**config.mk**
```make
export PLATFORM = sky130hd
export DESIGN_NAME = riscv_operand_stage
export DESIGN_NICKNAME = d
export VERILOG_FILES = /design/src/rtl/riscv_constants.sv /design/src/rtl/riscv_fwd_unit.sv /design/src/rtl/riscv_operand_stage.sv
export SDC_FILE = /design/constraint.sdc
export NUM_CORES = 1
export LEC_CHECK = 0
export CORE_AREA = 5 5 146 148
export DETAILED_ROUTE_END_ITERATION = 10
export DIE_AREA = 0 0 151 153
export PLACE_DENSITY = 0.78
export SKIP_LAST_GASP = 1
export SLEW_MARGIN = 30
export SYNTH_ARGS = -nofsm -noshare
export SYNTH_HDL_FRONTEND = slang
export SYNTH_HIERARCHICAL = 1
export SYNTH_SLANG_ARGS = --single-unit
```
**constraint.sdc**
```tcl
create_clock -name clk -period 4.95 [get_ports clk]
set_clock_uncertainty 0.05 [all_clocks]
set_input_delay 0.99 -clock clk [delete_from_list [all_inputs] [get_ports clk]]
set_output_delay 0.99 -clock clk [all_outputs]
set_load 0.1 [all_outputs]
```
**src/rtl/riscv_constants.sv**
```systemverilog
// Shared operand-select encodings for the RISC-V datapath.
// OP2_RS2 and OP2_IMS keep the legacy 2-way mux encodings; OP2_IMI,
// OP2_IMU and OP2_FOUR are appended so old decode tables stay valid.
package riscv_constants;

    localparam int REG_ADDR_W = 5;

    typedef enum logic [1:0] {
        OP1_RS1  = 2'd0,
        OP1_PC   = 2'd1,
        OP1_ZERO = 2'd2
    } op1_sel_t;

    typedef enum logic [2:0] {
        OP2_RS2  = 3'd0,
        OP2_IMS  = 3'd1,
        OP2_IMI  = 3'd2,
        OP2_IMU  = 3'd3,
        OP2_FOUR = 3'd4
    } op2_sel_t;

endpackage

```
**src/rtl/riscv_fwd_unit.sv**
```systemverilog
// Resolves one source register against the forwarding network.
// Ports:
//   rs_addr / rf_data        : source index and register-file read data
//   fwd_valid/busy/waddr/wdata : producer vectors, index 0 youngest
//   value                    : resolved operand (x0 always reads 0)
//   busy                     : the winning producer has no result yet
module riscv_fwd_unit
    import riscv_constants::*;
#(
    parameter int XLEN    = 32,
    parameter int NUM_FWD = 2
) (
    input  logic [REG_ADDR_W-1:0]                rs_addr,
    input  logic [XLEN-1:0]                      rf_data,
    input  logic [NUM_FWD-1:0]                   fwd_valid,
    input  logic [NUM_FWD-1:0]                   fwd_busy,
    input  logic [NUM_FWD-1:0][REG_ADDR_W-1:0]   fwd_waddr,
    input  logic [NUM_FWD-1:0][XLEN-1:0]         fwd_wdata,
    output logic [XLEN-1:0]                      value,
    output logic                                 busy
);

    // Walk from oldest to youngest so the youngest match overwrites;
    // its busy flag is the only one that matters (shadowed loads are
    // not hazards).
    always_comb begin
        value = rf_data;
        busy  = 1'b0;
        for (int i = NUM_FWD - 1; i >= 0; i--) begin
            if (fwd_valid[i] && (fwd_waddr[i] == rs_addr)) begin
                value = fwd_wdata[i];
                busy  = fwd_busy[i];
            end
        end
        if (rs_addr == '0) begin
            value = '0;
            busy  = 1'b0;
        end
    end

endmodule

```
**src/rtl/riscv_operand_stage.sv**
```systemverilog
// ID/EX operand stage: selects ALU operands (with forwarding) and holds
// them in a valid/ready pipeline register. Handles flush and load-use
// stall. Optional counters under RISCV_OPERAND_STAGE_PERF_EN.
// Ports:
//   clk, rst (sync, active-high), flush
//   in_valid/in_ready   : decode handshake
//   op1_sel, op2_sel, rs*_addr, rs*_data, pc, imm_* : operand sources
//   fwd_*               : forwarding network, index 0 highest priority
//   out_valid/out_ready : execute handshake
//   out_op1, out_op2, out_store_data : registered operands
//   stall_cnt, flush_cnt (PERF_EN only) : saturating event counters
module riscv_operand_stage
    import riscv_constants::*;
#(
    parameter int XLEN    = 32,
    parameter int NUM_FWD = 2
) (
    input  logic                                 clk,
    input  logic                                 rst,
    input  logic                                 flush,
    input  logic                                 in_valid,
    output logic                                 in_ready,
    input  op1_sel_t                             op1_sel,
    input  op2_sel_t                             op2_sel,
    input  logic [REG_ADDR_W-1:0]                rs1_addr,
    input  logic [REG_ADDR_W-1:0]                rs2_addr,
    input  logic [XLEN-1:0]                      rs1_data,
    input  logic [XLEN-1:0]                      rs2_data,
    input  logic [XLEN-1:0]                      pc,
    input  logic [XLEN-1:0]                      imm_i_sext,
    input  logic [XLEN-1:0]                      imm_s_sext,
    input  logic [XLEN-1:0]                      imm_u_shifted,
    input  logic [NUM_FWD-1:0]                   fwd_valid,
    input  logic [NUM_FWD-1:0]                   fwd_busy,
    input  logic [NUM_FWD-1:0][REG_ADDR_W-1:0]   fwd_waddr,
    input  logic [NUM_FWD-1:0][XLEN-1:0]         fwd_wdata,
    output logic                                 out_valid,
    input  logic                                 out_ready,
    output logic [XLEN-1:0]                      out_op1,
    output logic [XLEN-1:0]                      out_op2,
    output logic [XLEN-1:0]                      out_store_data
`ifdef RISCV_OPERAND_STAGE_PERF_EN
    ,
    output logic [31:0]                          stall_cnt,
    output logic [31:0]                          flush_cnt
`endif
);

    logic [XLEN-1:0] rs1_val, rs2_val;
    logic            rs1_busy, rs2_busy;
    logic            rs1_used, rs2_used, hazard, accept;
    logic [XLEN-1:0] op1_nxt, op2_nxt;

    riscv_fwd_unit #(.XLEN(XLEN), .NUM_FWD(NUM_FWD)) u_fwd_rs1 (
        .rs_addr   (rs1_addr),
        .rf_data   (rs1_data),
        .fwd_valid (fwd_valid),
        .fwd_busy  (fwd_busy),
        .fwd_waddr (fwd_waddr),
        .fwd_wdata (fwd_wdata),
        .value     (rs1_val),
        .busy      (rs1_busy)
    );

    riscv_fwd_unit #(.XLEN(XLEN), .NUM_FWD(NUM_FWD)) u_fwd_rs2 (
        .rs_addr   (rs2_addr),
        .rf_data   (rs2_data),
        .fwd_valid (fwd_valid),
        .fwd_busy  (fwd_busy),
        .fwd_waddr (fwd_waddr),
        .fwd_wdata (fwd_wdata),
        .value     (rs2_val),
        .busy      (rs2_busy)
    );

    // Stores read rs2 for store data even though op2 is the immediate.
    assign rs1_used = (op1_sel == OP1_RS1);
    assign rs2_used = (op2_sel == OP2_RS2) || (op2_sel == OP2_IMS);
    assign hazard   = (rs1_used && rs1_busy) || (rs2_used && rs2_busy);

    assign in_ready = (!out_valid || out_ready) && !hazard && !flush;
    assign accept   = in_valid && in_ready;

    always_comb begin
        op1_nxt = '0;
        case (op1_sel)
            OP1_RS1: op1_nxt = rs1_val;
            OP1_PC:  op1_nxt = pc;
            default: op1_nxt = '0;
        endcase
    end

    always_comb begin
        op2_nxt = '0;
        case (op2_sel)
            OP2_RS2:  op2_nxt = rs2_val;
            OP2_IMI:  op2_nxt = imm_i_sext;
            OP2_IMS:  op2_nxt = imm_s_sext;
            OP2_IMU:  op2_nxt = imm_u_shifted;
            OP2_FOUR: op2_nxt = XLEN'(4);
            default:  op2_nxt = '0;
        endcase
    end

    // flush ranks below rst only; accept already excludes flush.
    always_ff @(posedge clk) begin
        if (rst) begin
            out_valid      <= 1'b0;
            out_op1        <= '0;
            out_op2        <= '0;
            out_store_data <= '0;
        end else if (flush) begin
            out_valid      <= 1'b0;
        end else if (accept) begin
            out_valid      <= 1'b1;
            out_op1        <= op1_nxt;
            out_op2        <= op2_nxt;
            out_store_data <= rs2_val;
        end else if (out_ready) begin
            out_valid      <= 1'b0;
        end
    end

`ifdef RISCV_OPERAND_STAGE_PERF_EN
    always_ff @(posedge clk) begin
        if (rst) begin
            stall_cnt <= '0;
            flush_cnt <= '0;
        end else begin
            if (in_valid && hazard && (stall_cnt != '1)) stall_cnt <= stall_cnt + 32'd1;
            if (flush && (flush_cnt != '1))              flush_cnt <= flush_cnt + 32'd1;
        end
    end
`endif

endmodule

```
== Word level (Yosys, flattened, before mapping) ==
Cells that the tools add are included.

* Register bits: 97
* Input bits: 290
* Output and inout bits: 98
* Word-level logic and storage cells: 52

* Eq/ne operators: 9
* Muxes and demuxes: 16
* Bitwise operators: 1
* Reductions and logical operators: 22

{| class="wikitable"
|+ Operator list
! operator !! count
|-
| $mux 32 || 6
|-
| $pmux 32 s5 || 1
|-
| $pmux 32 s2 || 1
|-
| $eq 5x5->1 || 4
|-
| $logic_not 5->1 || 2
|-
| $logic_and 1x1->1 || 9
|-
| $mux 1 || 8
|-
| $eq 3x2->1 const B || 2
|-
| $eq 3x1->1 const B || 1
|-
| $eq 3x3->1 const B || 1
|-
| $logic_not 1->1 || 3
|-
| $logic_not 3->1 || 1
|-
| $logic_or 1x1->1 || 3
|-
| $eq 2x1->1 const B || 1
|-
| $logic_not 2->1 || 1
|-
| $reduce_and 2->1 || 1
|-
| $reduce_bool 2->1 || 1
|-
| $reduce_or 2->1 || 1
|-
| $not 1->1 || 1
|}

== Logic depth before layout (Yosys ltp) ==
Gate-level depths: netlist of run 1.

* Depth after elaboration: 12
* Gate-level depth with buffers: 10
* Mapped depth without buffers: 7

== Modules after synthesis ==
The synthesis of run 1 kept the hierarchy.

{| class="wikitable"
|+ Modules (own cells, without submodules)
! module !! times used !! cells an instance !! area an instance (µm²) !! seq. area each (µm²)
|-
| riscv_operand_stage || 1 || 512 || 5007.3 || 1941.9
|-
| riscv_fwd_unit || 2 || 180 || 1310.0 || 0.0
|}

== Worst setup path after synthesis of run 1 ==
No wires, ideal clock.

* Kind: input-to-output
* Start point: input rs2_addr[2]
* End point: output in_ready
* Data arrival time: 5015 ps
* Data required time: 3910 ps
* Slack: -1105 ps
* Stages on the path: 6
* Buffers on the path: 0
* Cells stage by stage: or4_1 nor2_2 nor2b_1 a31o_1 nor3b_2 nor4_1

* Longest elaborated chain between the ends: 10
* Elaborated cells on any way between the ends: 13
* Classes of those cells: eq/ne: 2; mux: 3; reduce/logical: 8

{| class="wikitable"
|+ Ends and longest elaborated chain
! element !! line !! text
|-
| from (decl) || riscv_operand_stage.sv:26 || <nowiki>input logic [REG_ADDR_W-1:0] rs2_addr,</nowiki>
|-
| $eq 5x5->1 || riscv_fwd_unit.sv:30 || <nowiki>if (fwd_valid[i] && (fwd_waddr[i] == rs_addr)) begin</nowiki>
|-
| $logic_and 1x1->1 || riscv_fwd_unit.sv:30 ||
|-
| $mux 1 (2 in series) || riscv_fwd_unit.sv:30 ||
|-
| $mux 1 (*) || riscv_fwd_unit.sv:35 || <nowiki>if (rs_addr == '0) begin</nowiki>
|-
| via rs2_busy || riscv_operand_stage.sv:50 || <nowiki>logic rs1_busy, rs2_busy;</nowiki>
|-
| $logic_and 1x1->1 (*) || riscv_operand_stage.sv:79 || <nowiki>assign hazard = (rs1_used && rs1_busy) || (rs2_used && rs2_busy);</nowiki>
|-
| $logic_or 1x1->1 (*) || riscv_operand_stage.sv:79 ||
|-
| $logic_not 1->1 (*) || riscv_operand_stage.sv:81 || <nowiki>assign in_ready = (!out_valid || out_ready) && !hazard && !flush;</nowiki>
|-
| $logic_and 1x1->1 (*) (2 in series) || riscv_operand_stage.sv:81 ||
|-
| to (decl) || riscv_operand_stage.sv:22 || <nowiki>output logic in_ready,</nowiki>
|}

Mark *: on every way through the listed nets, which the timed path passes. The rest lies on a longest branch.

== Worst setup path after layout of run 1 ==
* Start point: input rs1_addr[0]
* End point: output in_ready

* Longest elaborated chain between the ends: 10
* Elaborated cells on any way between the ends: 13
* Classes of those cells: eq/ne: 2; mux: 3; reduce/logical: 8

{| class="wikitable"
|+ Ends and longest elaborated chain
! element !! line !! text
|-
| from (decl) || riscv_operand_stage.sv:25 || <nowiki>input logic [REG_ADDR_W-1:0] rs1_addr,</nowiki>
|-
| $eq 5x5->1 || riscv_fwd_unit.sv:30 ||
|-
| $logic_and 1x1->1 || riscv_fwd_unit.sv:30 ||
|-
| $mux 1 (2 in series) || riscv_fwd_unit.sv:30 ||
|-
| $mux 1 (*) || riscv_fwd_unit.sv:35 ||
|-
| via rs1_busy || riscv_operand_stage.sv:50 ||
|-
| $logic_and 1x1->1 (*) || riscv_operand_stage.sv:79 ||
|-
| $logic_or 1x1->1 (*) || riscv_operand_stage.sv:79 ||
|-
| $logic_not 1->1 (*) || riscv_operand_stage.sv:81 ||
|-
| $logic_and 1x1->1 (*) (2 in series) || riscv_operand_stage.sv:81 ||
|}

Marked as above.

==> summary.md, run 1 <==
| Metric | Value |
|---|---|
| Flip-flop and latch count after synthesis | `between 90 and 100` |
| Final antenna-violating net count | `0` |
| Final weighted congestion in routability-driven placement | `0.923` |
| Peak VDD IR | `0.000141 V` |
| Mapped Area | `around 7600 sq um` |
| Hold-fix buffers, CTS | `0` |
| Detailed-route via count | `approximately 8600` |
| Antenna violations before repair | `6` |
| Synth-to-Final Area Change | `55.7%` |
| Share of flip-flops with an asynchronous set or reset after synthesis | `0` |
| Setup repair after global routing missed its margin | `no` |
| Post-synthesis sequential area ratio | `0.255` |
| Leak Pwr | `around 4 nW` |
| Endpoint type of the worst setup path | `output pin` |
| Power per standard cell area | `219 nW/um^2` |
| Starting utilization of the core area | `0.383` |
| Clk pwr share | `0.277` |
| Fmax achieved | `222 MHz` |
| Final Cycle Share | `0.908` |
| Global-route wire length before repair | `~51 mm` |
| Design internal power | `between 0.0015 and 0.002 W` |
| Vias in the first global route | `~8500` |
| Instance count after placement with tap cells included | `between 1000 and 1500` |
| Final number of max-transition violations | `0` |
| Mean number of vias per cell | `between 5 and 6` |
| Synthesized Nets | `about 1200` |
| Final nets | `~1500` |
| Non-filler cells, final | `approximately 1500` |
| GRT Total Usage | `0.287` |
| Iteration count of the initial detailed-routing pass | `8` |
| Die span in y | `153 um` |
| Final Hold Viols | `0` |
| Share of the synthesized area in the top cell type | `0.255` |
| Row cnt | `52` |
| Post-Syn Instances | `around 870` |
| EDFF count, synth | `0` |
| Detailed Place HPWL | `roughly 27 mm` |
| Post-CTS setup repair buffer count | `0` |
| Maximum root-to-sink buffer count | `2` |
| Clk sink count | `97` |
| Final Critical Period | `between 4 and 5 ns` |
| Ranking of synthesized cells by area | `sky130_fd_sc_hd__dfxtp_1 (25%), sky130_fd_sc_hd__a311oi_2 (12%), sky130_fd_sc_hd__mux4_2 (9.2%)` |
| Clock edge transition at the registers on the reported setup and hold paths | `0.08 ns` |
| Clock tree root buffer cell | `sky130_fd_sc_hd__clkbuf_16` |
| Avg WL per Cell | `23.7 um` |
| Horizontal extent of the die | `between 150 and 200 um` |
| Flip-flop cell with the highest count after synthesis | `sky130_fd_sc_hd__dfxtp_1` |
| Avg Synthesized Cell Area | `~8.7 sq um` |
| H-tree levels | `3` |
| Worst Tran Pin Value | `1.02 ns` |
| Floorplan die area | `23100 sq um` |
| Outcome | `complete, no violations` |
| Layout Utilization | `0.597` |
| Power share of the sequential group | `0.320` |
| Sw Share | `0.377` |
| Sum of negative setup slack | `0 ns` |
| Worst-Skew Late Latency | `0.34 ns` |
| Total wire length after detailed routing | `approximately 35 mm` |
| CP Data Arrival Time | `~3.5 ns` |
| DRC violation count after routing | `0` |
| TritonCTS Buffers | `9` |
| Setup Viol. Count Final | `0` |
| Overflow left after global routing | `0` |
| TritonCTS clock tree | `built` |
| Tightest Hold Check Type | `flop to flop` |
| Worst-path maximum fanout | `15` |
| Crit path required time | `slightly below 4 ns` |
| Count of yosys warnings during synthesis | `6` |
| Cell variety after synth | `39` |
| Largest net degree at the start of global routing | `between 60 and 70` |
| Start-to-end type of the worst setup path | `input port to output pin` |
| Violation count after the first detailed-route iteration | `719` |
| Net switching power | `between 0.0009 and 0.001 W` |
| Most used standard cell by instance count after synthesis | `sky130_fd_sc_hd__nand2_1` |
| Post-synth top cells | `sky130_fd_sc_hd__nand2_1 (132), sky130_fd_sc_hd__dfxtp_1 (97), sky130_fd_sc_hd__nand4_1 (66), sky130_fd_sc_hd__mux2i_1 (65), sky130_fd_sc_hd__o21ai_0 (65)` |
| PostCTS Resize Cnt | `0` |
| Max-cap violations | `0` |
| Max transition margin | `0.319` |
| Core Box Area | `roughly 20000 sq um` |
| Fraction of final layout cells with drive strength greater than 1 | `0.165` |
| Relative contribution of combinational cells to total power | `0.403` |
| I/O pin count | `~390` |
| Most area-hungry cell type in the Yosys netlist | `sky130_fd_sc_hd__dfxtp_1` |
| Number of buffers added on ports | `between 300 and 400` |
| Startpoint type of the worst setup path | `input port` |
==> kinds of logic after synthesis <==
| kind of cell | share of synthesized area |
|---|---|
| muxes | 0.224 |
| and+or+nand+nor | 0.189 |
| DFF | 0.255 |
| xor gates and xnor gates | 0.0230 |
| AOI/OAI and AO/OA | 0.209 |
| buffers and inverters | 0.100 |
==> cells in the final DEF (no fill, tap or decap), types with 32 or more instances in the layout <==
master,Yosys,routed
sky130_fd_sc_hd__dfxtp_1,97,97
sky130_fd_sc_hd__mux2_2,32,32
sky130_fd_sc_hd__nor3_1,64,64
sky130_fd_sc_hd__a311oi_2,60,60
sky130_fd_sc_hd__nand4_1,66,66
sky130_fd_sc_hd__nand2_1,132,132
sky130_fd_sc_hd__o21ai_0,65,64
sky130_fd_sc_hd__inv_1,64,64
sky130_fd_sc_hd__clkdlybuf4s50_1,0,377
sky130_fd_sc_hd__mux2i_1,65,65
==> flip-flops by register name (all words and copies together), names as in the netlist <==
| name | count |
|---|---|
| out_op1 | 32 |
| out_op2 | 32 |
| out_store_data | 32 |
| out_valid | 1 |
==> worst paths after layout <==
| path | endpoint | cells after the start | startpoint | slack [ns] |
|---|---|---|---|---|
| worst max-delay path | in_ready | 9 | rs1_addr[0] | 0.45 |
| worst min-delay path | out_op2[28] | 2 | out_op2[28] | 0.41 |
| worst max register to register | out_op1[7] | 4 | out_valid | 2.99 |
| worst min register to register | out_op2[28] | 2 | out_op2[28] | 0.41 |
==> per-layer routing <==
layer  vias to the layer above  GRT usage  part of all wire
li1                       3914          -                 -
met1                      4084      0.364              0.40
met2                       466      0.467              0.47
met3                        80     0.0776             0.096
met4                         8     0.0997             0.035
met5                         -          0            0.0014
==> worst max-delay path, stage by stage <==
cell,delay [ns]
sky130_fd_sc_hd__clkdlybuf4s50_1,0.59
sky130_fd_sc_hd__xnor2_1,0.17
sky130_fd_sc_hd__nand4_2,0.16
sky130_fd_sc_hd__buf_4,0.23
sky130_fd_sc_hd__nor4b_1,0.30
sky130_fd_sc_hd__a31o_1,0.14
sky130_fd_sc_hd__nor3b_2,0.55
sky130_fd_sc_hd__nor4_2,0.12
sky130_fd_sc_hd__buf_12,0.20
==> layout make-up <==
| class | instances | area, sq um |
|---|---|---|
| Timing Repair Buffer | 418 | 4070 |
| Sequential cell | 97 | 1940 |
| Multi-Input combinational cell | 607 | 4970 |
| Clock inverter | 6 | 62.6 |
| Fill cell | 1756 | 8030 |
| Inverter | 65 | 245 |
| Tap cell | 270 | 338 |
| Antenna cell | 2 | 5.00 |
| Clock buffer | 10 | 239 |
==> metrics by stage <==
stage | power [W] | hold slack [ns] | area [sq um] | worst slack (ns)
2_1_floorplan | 0.00146 | 0.835 | 7630 | 0.0484
3_3_place_gp | 0.00189 | 0.389 | 11600 | 0.564
3_5_place_dp | 0.00189 | 0.393 | 11600 | 0.522
4_1_cts | 0.00261 | 0.405 | 11900 | 0.504
5_1_grt | 0.00269 | 0.428 | 11900 | 0.328
6_report | 0.00260 | 0.405 | 11900 | 0.453
==> power by group through the flow <==
stage          logic (W)  clock network, W  registers, W
2_1_floorplan   0.000365                 0       0.00110
3_3_place_gp     0.00104                 0      0.000850
3_5_place_dp     0.00104                 0      0.000851
4_1_cts          0.00105          0.000734      0.000833
5_1_grt          0.00109          0.000763      0.000837
6_report         0.00105          0.000722      0.000833
Power figures use the tool's default switching activity.
==> run 2, diff against run 1 <==
--- a/config.mk
+++ b/config.mk
@@ -5,6 +5,7 @@
 export SDC_FILE = /design/constraint.sdc
 export NUM_CORES = 1
 export LEC_CHECK = 0
+export CAP_MARGIN = 10
 export CORE_AREA = 5 5 146 148
 export DETAILED_ROUTE_END_ITERATION = 10
 export DIE_AREA = 0 0 151 153
==> results of run 2 <==
No change in the layout: final DEF, timing and power equal those of run 1.
==> run 3, diff against run 2 <==
--- a/config.mk
+++ b/config.mk
@@ -5,11 +5,12 @@
 export SDC_FILE = /design/constraint.sdc
 export NUM_CORES = 1
 export LEC_CHECK = 0
+export ABC_CLOCK_PERIOD_IN_PS = 4950
 export CAP_MARGIN = 10
-export CORE_AREA = 5 5 146 148
+export CORE_AREA = 5 5 150 152
 export DETAILED_ROUTE_END_ITERATION = 10
-export DIE_AREA = 0 0 151 153
-export PLACE_DENSITY = 0.78
+export DIE_AREA = 0 0 155 157
+export DONT_BUFFER_PORTS = 1
 export SKIP_LAST_GASP = 1
 export SLEW_MARGIN = 30
 export SYNTH_ARGS = -nofsm -noshare
==> run 3 against run 2 <==
Compared with the run above: via count shrank 18%; largest cell class unchanged; utilization shrank 21 points; routed wire length shrank 7.3%; die area grew 5.3%; flip-flop and latch count is the same; sequential power grew 31%; register-to-register slack lost 0.79 ns; largest power group is now registers; global-route usage shrank 3.7 points; design area shrank 32%; power shrank 13%.
==> summary.md, run 3 (synthesized netlist as in run 1, its figures left out) <==
| Metric | Value |
|---|---|
| Synth-to-Final Area Change | `5.20%` |
| Peak VDD IR | `0.000134 V (-5.4%)` |
| Worst Tran Pin Value | `1.02 ns (+0.00269 ns)` |
| Number of buffers added on ports | `0 (-100%)` |
| Final Hold Viols | `0 (unchanged)` |
| Horizontal extent of the die | `155 um (+2.6%)` |
| Depth of the worst hold-timing path | `2 (unchanged)` |
| Maximum root-to-sink buffer count | `2 (unchanged)` |
| Worst-path maximum fanout | `14 (-1)` |
| Number of filler cells placed in the layout | `2173 (+24%)` |
| Largest regs | `out_op1: 32 flops, out_op2: 32 flops, out_store_data: 32 flops` |
| Tightest Hold Check Type | `flop to flop` |
| Die span in y | `157 um (+2.6%)` |
| Leak Pwr | `2.60 nW (-37%)` |
| TritonCTS clock tree | `built` |
| GRT Total Usage | `0.250 (-0.0368)` |
| Clock edge transition at the registers on the reported setup and hold paths | `0.07 ns (about the same)` |
| Outcome | `complete, no violations` |
| Violation count after the first detailed-route iteration | `545 (-24%)` |
| Crit path required time | `3.91 ns (about the same)` |
| Endpoint type of the worst setup path | `output pin` |
| Final antenna-violating net count | `0 (unchanged)` |
| Overflow left after global routing | `0 (unchanged)` |
| Hold-fix buffers, CTS | `0 (unchanged)` |
| Worst-Skew Late Latency | `0.34 ns (about the same)` |
| Antenna violations before repair | `5 (-1)` |
| Total wire length after detailed routing | `32.5 mm (-7.3%)` |
| Fraction of final layout cells with drive strength greater than 1 | `0.227 (+0.0626)` |
| Delay contributed by the slowest stage of the critical path | `0.54 ns (-0.05 ns)` |
| Number of logic stages on the critical path including buffering | `7 (-2)` |
| Setup Viol. Count Final | `0 (unchanged)` |
| Floorplan die area | `24300 sq um (+5.3%)` |
| Final weighted congestion in routability-driven placement | `0.875 (-5.2%)` |
| Clk sink count | `97 (unchanged)` |
| Delay-heaviest family, CP | `simple AND/OR/NAND/NOR gates` |
| Final Cycle Share | `0.816 (-0.0922)` |
| Post-route worst hold slack | `0.692 ns (+0.287 ns)` |
| Iteration count of the initial detailed-routing pass | `5 (-3)` |
| Startpoint type of the worst setup path | `input port` |
| Setup repair after global routing missed its margin | `no` |
| Vias in the first global route | `6873 (-19%)` |
| Final number of max-transition violations | `0 (unchanged)` |
| Post-CTS setup repair buffer count | `0 (unchanged)` |
| Leading cell type in the layout, fill and taps excluded | `sky130_fd_sc_hd__nand2_1` |
| Avg WL per Cell | `29.9 um (+26%)` |
| Max transition margin | `0.318 (-0.000595)` |
| Cells traversed along the worst timing path | `xnor2_1 -> nand4_2 -> nor4b_1 -> a31o_1 -> nor3b_2 -> nor4_4 -> buf_12` |
| Global-route wire length before repair | `46.5 mm (-8.9%)` |
| Detailed-route via count | `7018 (-18%)` |
| I/O pin count | `388 (unchanged)` |
| DRC violation count after routing | `0 (unchanged)` |
| Mean number of vias per cell | `6.46 (+11%)` |
| Starting utilization of the core area | `0.365 (-0.0180)` |
| Clock tree root buffer cell | `sky130_fd_sc_hd__clkbuf_16` |
| Max-cap violations | `0 (unchanged)` |
| Fmax achieved | `247 MHz (+11%)` |
| Row cnt | `53 (+1.9%)` |
| Sum of negative setup slack | `0 ns (unchanged)` |
| Largest net degree at the start of global routing | `67 (unchanged)` |
| Final nets | `1095 (-26%)` |
| H-tree levels | `3 (unchanged)` |
| TritonCTS Buffers | `9 (unchanged)` |
| Leading cell types in the layout, fill and taps excluded | `sky130_fd_sc_hd__nand2_1 (132), sky130_fd_sc_hd__dfxtp_1 (95), sky130_fd_sc_hd__nand4_1 (66), sky130_fd_sc_hd__mux2i_1 (65)` |
| PostCTS Resize Cnt | `0 (unchanged)` |
| CP Data Arrival Time | `3.00 ns (-0.46 ns)` |
| Power per standard cell area | `283 nW/um^2 (+29%)` |
| Slowest CP cell | `sky130_fd_sc_hd__nor3b_2` |
| Buf/Inv on CP | `1 (-2)` |
| Worst reg2reg path depth | `4 (unchanged)` |
| Final Critical Period | `4.04 ns (-0.456 ns)` |
| Core Box Area | `20900 sq um (+4.9%)` |
| Detailed Place HPWL | `24.4 mm (-10%)` |
| Start-to-end type of the worst setup path | `input port to output pin` |
-- run 3: changes by cell type in the layout (fill, tap and decap cells not counted) --
| cell | before | now |
|---|---|---|
| sky130_fd_sc_hd__clkdlybuf4s50_1 | 377 | 0 |
| sky130_fd_sc_hd__clkbuf_2 | 1 | 0 |
| sky130_fd_sc_hd__nor4_4 | 0 | 1 |
| sky130_fd_sc_hd__buf_4 | 31 | 24 |
| sky130_fd_sc_hd__buf_2 | 8 | 0 |
| sky130_fd_sc_hd__dfxtp_2 | 0 | 2 |
| sky130_fd_sc_hd__nor4_2 | 2 | 1 |
| sky130_fd_sc_hd__dfxtp_1 | 97 | 95 |
-- run 3: path summary, 6_finish.rpt --
path	slack (ns)	start	to
setup / recovery	0.91	rs1_addr[0]	in_ready
hold / removal	0.69	out_op1[6]	out_op1[6]
setup reg to reg	2.20	out_valid	out_op1[11]
hold reg to reg	0.69	out_op1[6]	out_op1[6]
-- run 3: cell type report --
type | count | area (sq um) | area share
inverter | 65 | 245 | 0.0306
sequential | 97 | 1940 | 0.242
tap | 275 | 344 | 0.0429
antenna | 2 | 5.00 | 0.000624
timing repair buffer | 25 | 200 | 0.0249
multi-input combinational | 607 | 4980 | 0.621
clock buffer | 10 | 239 | 0.0298
clock inverter | 6 | 62.6 | 0.00780
-- run 3: tightest hold or removal path: stages, from the launching register on --
cell	delay [ns]
sky130_fd_sc_hd__dfxtp_2	0.51
sky130_fd_sc_hd__nand2_1	0.13
sky130_fd_sc_hd__mux2i_1	0.07
-- run 3: report_power, final --
| group | switching (W) | internal [W] | total (W) |
|---|---|---|---|
| logic | 0.000259 | 0.000192 | 0.000451 |
| registers | 0.000277 | 0.000814 | 0.00109 |
| clock network | 0.000360 | 0.000368 | 0.000728 |
-- run 3: through the flow --
stage	cells	power [W]	setup slack, ns	util	cell area (sq um)
finish	1087	0.00227	0.909	0.384	8020
global placement	1069	0.00155	0.943	0.369	7710
floorplan	872	0.00146	0.0484	-	7630
detailed placement	1069	0.00156	0.901	0.369	7720
CTS	1085	0.00228	0.928	0.384	8020
global route	1086	0.00235	0.794	0.384	8020
-- run 3: layer usage --
metal  global-route usage  vias up  share of wire
met2                0.388      435           0.46
met4               0.0542        6          0.014
met3                0.107       46           0.11
li1                     -     3118              -
met5                    0        -         0.0012
met1                0.325     3413           0.41
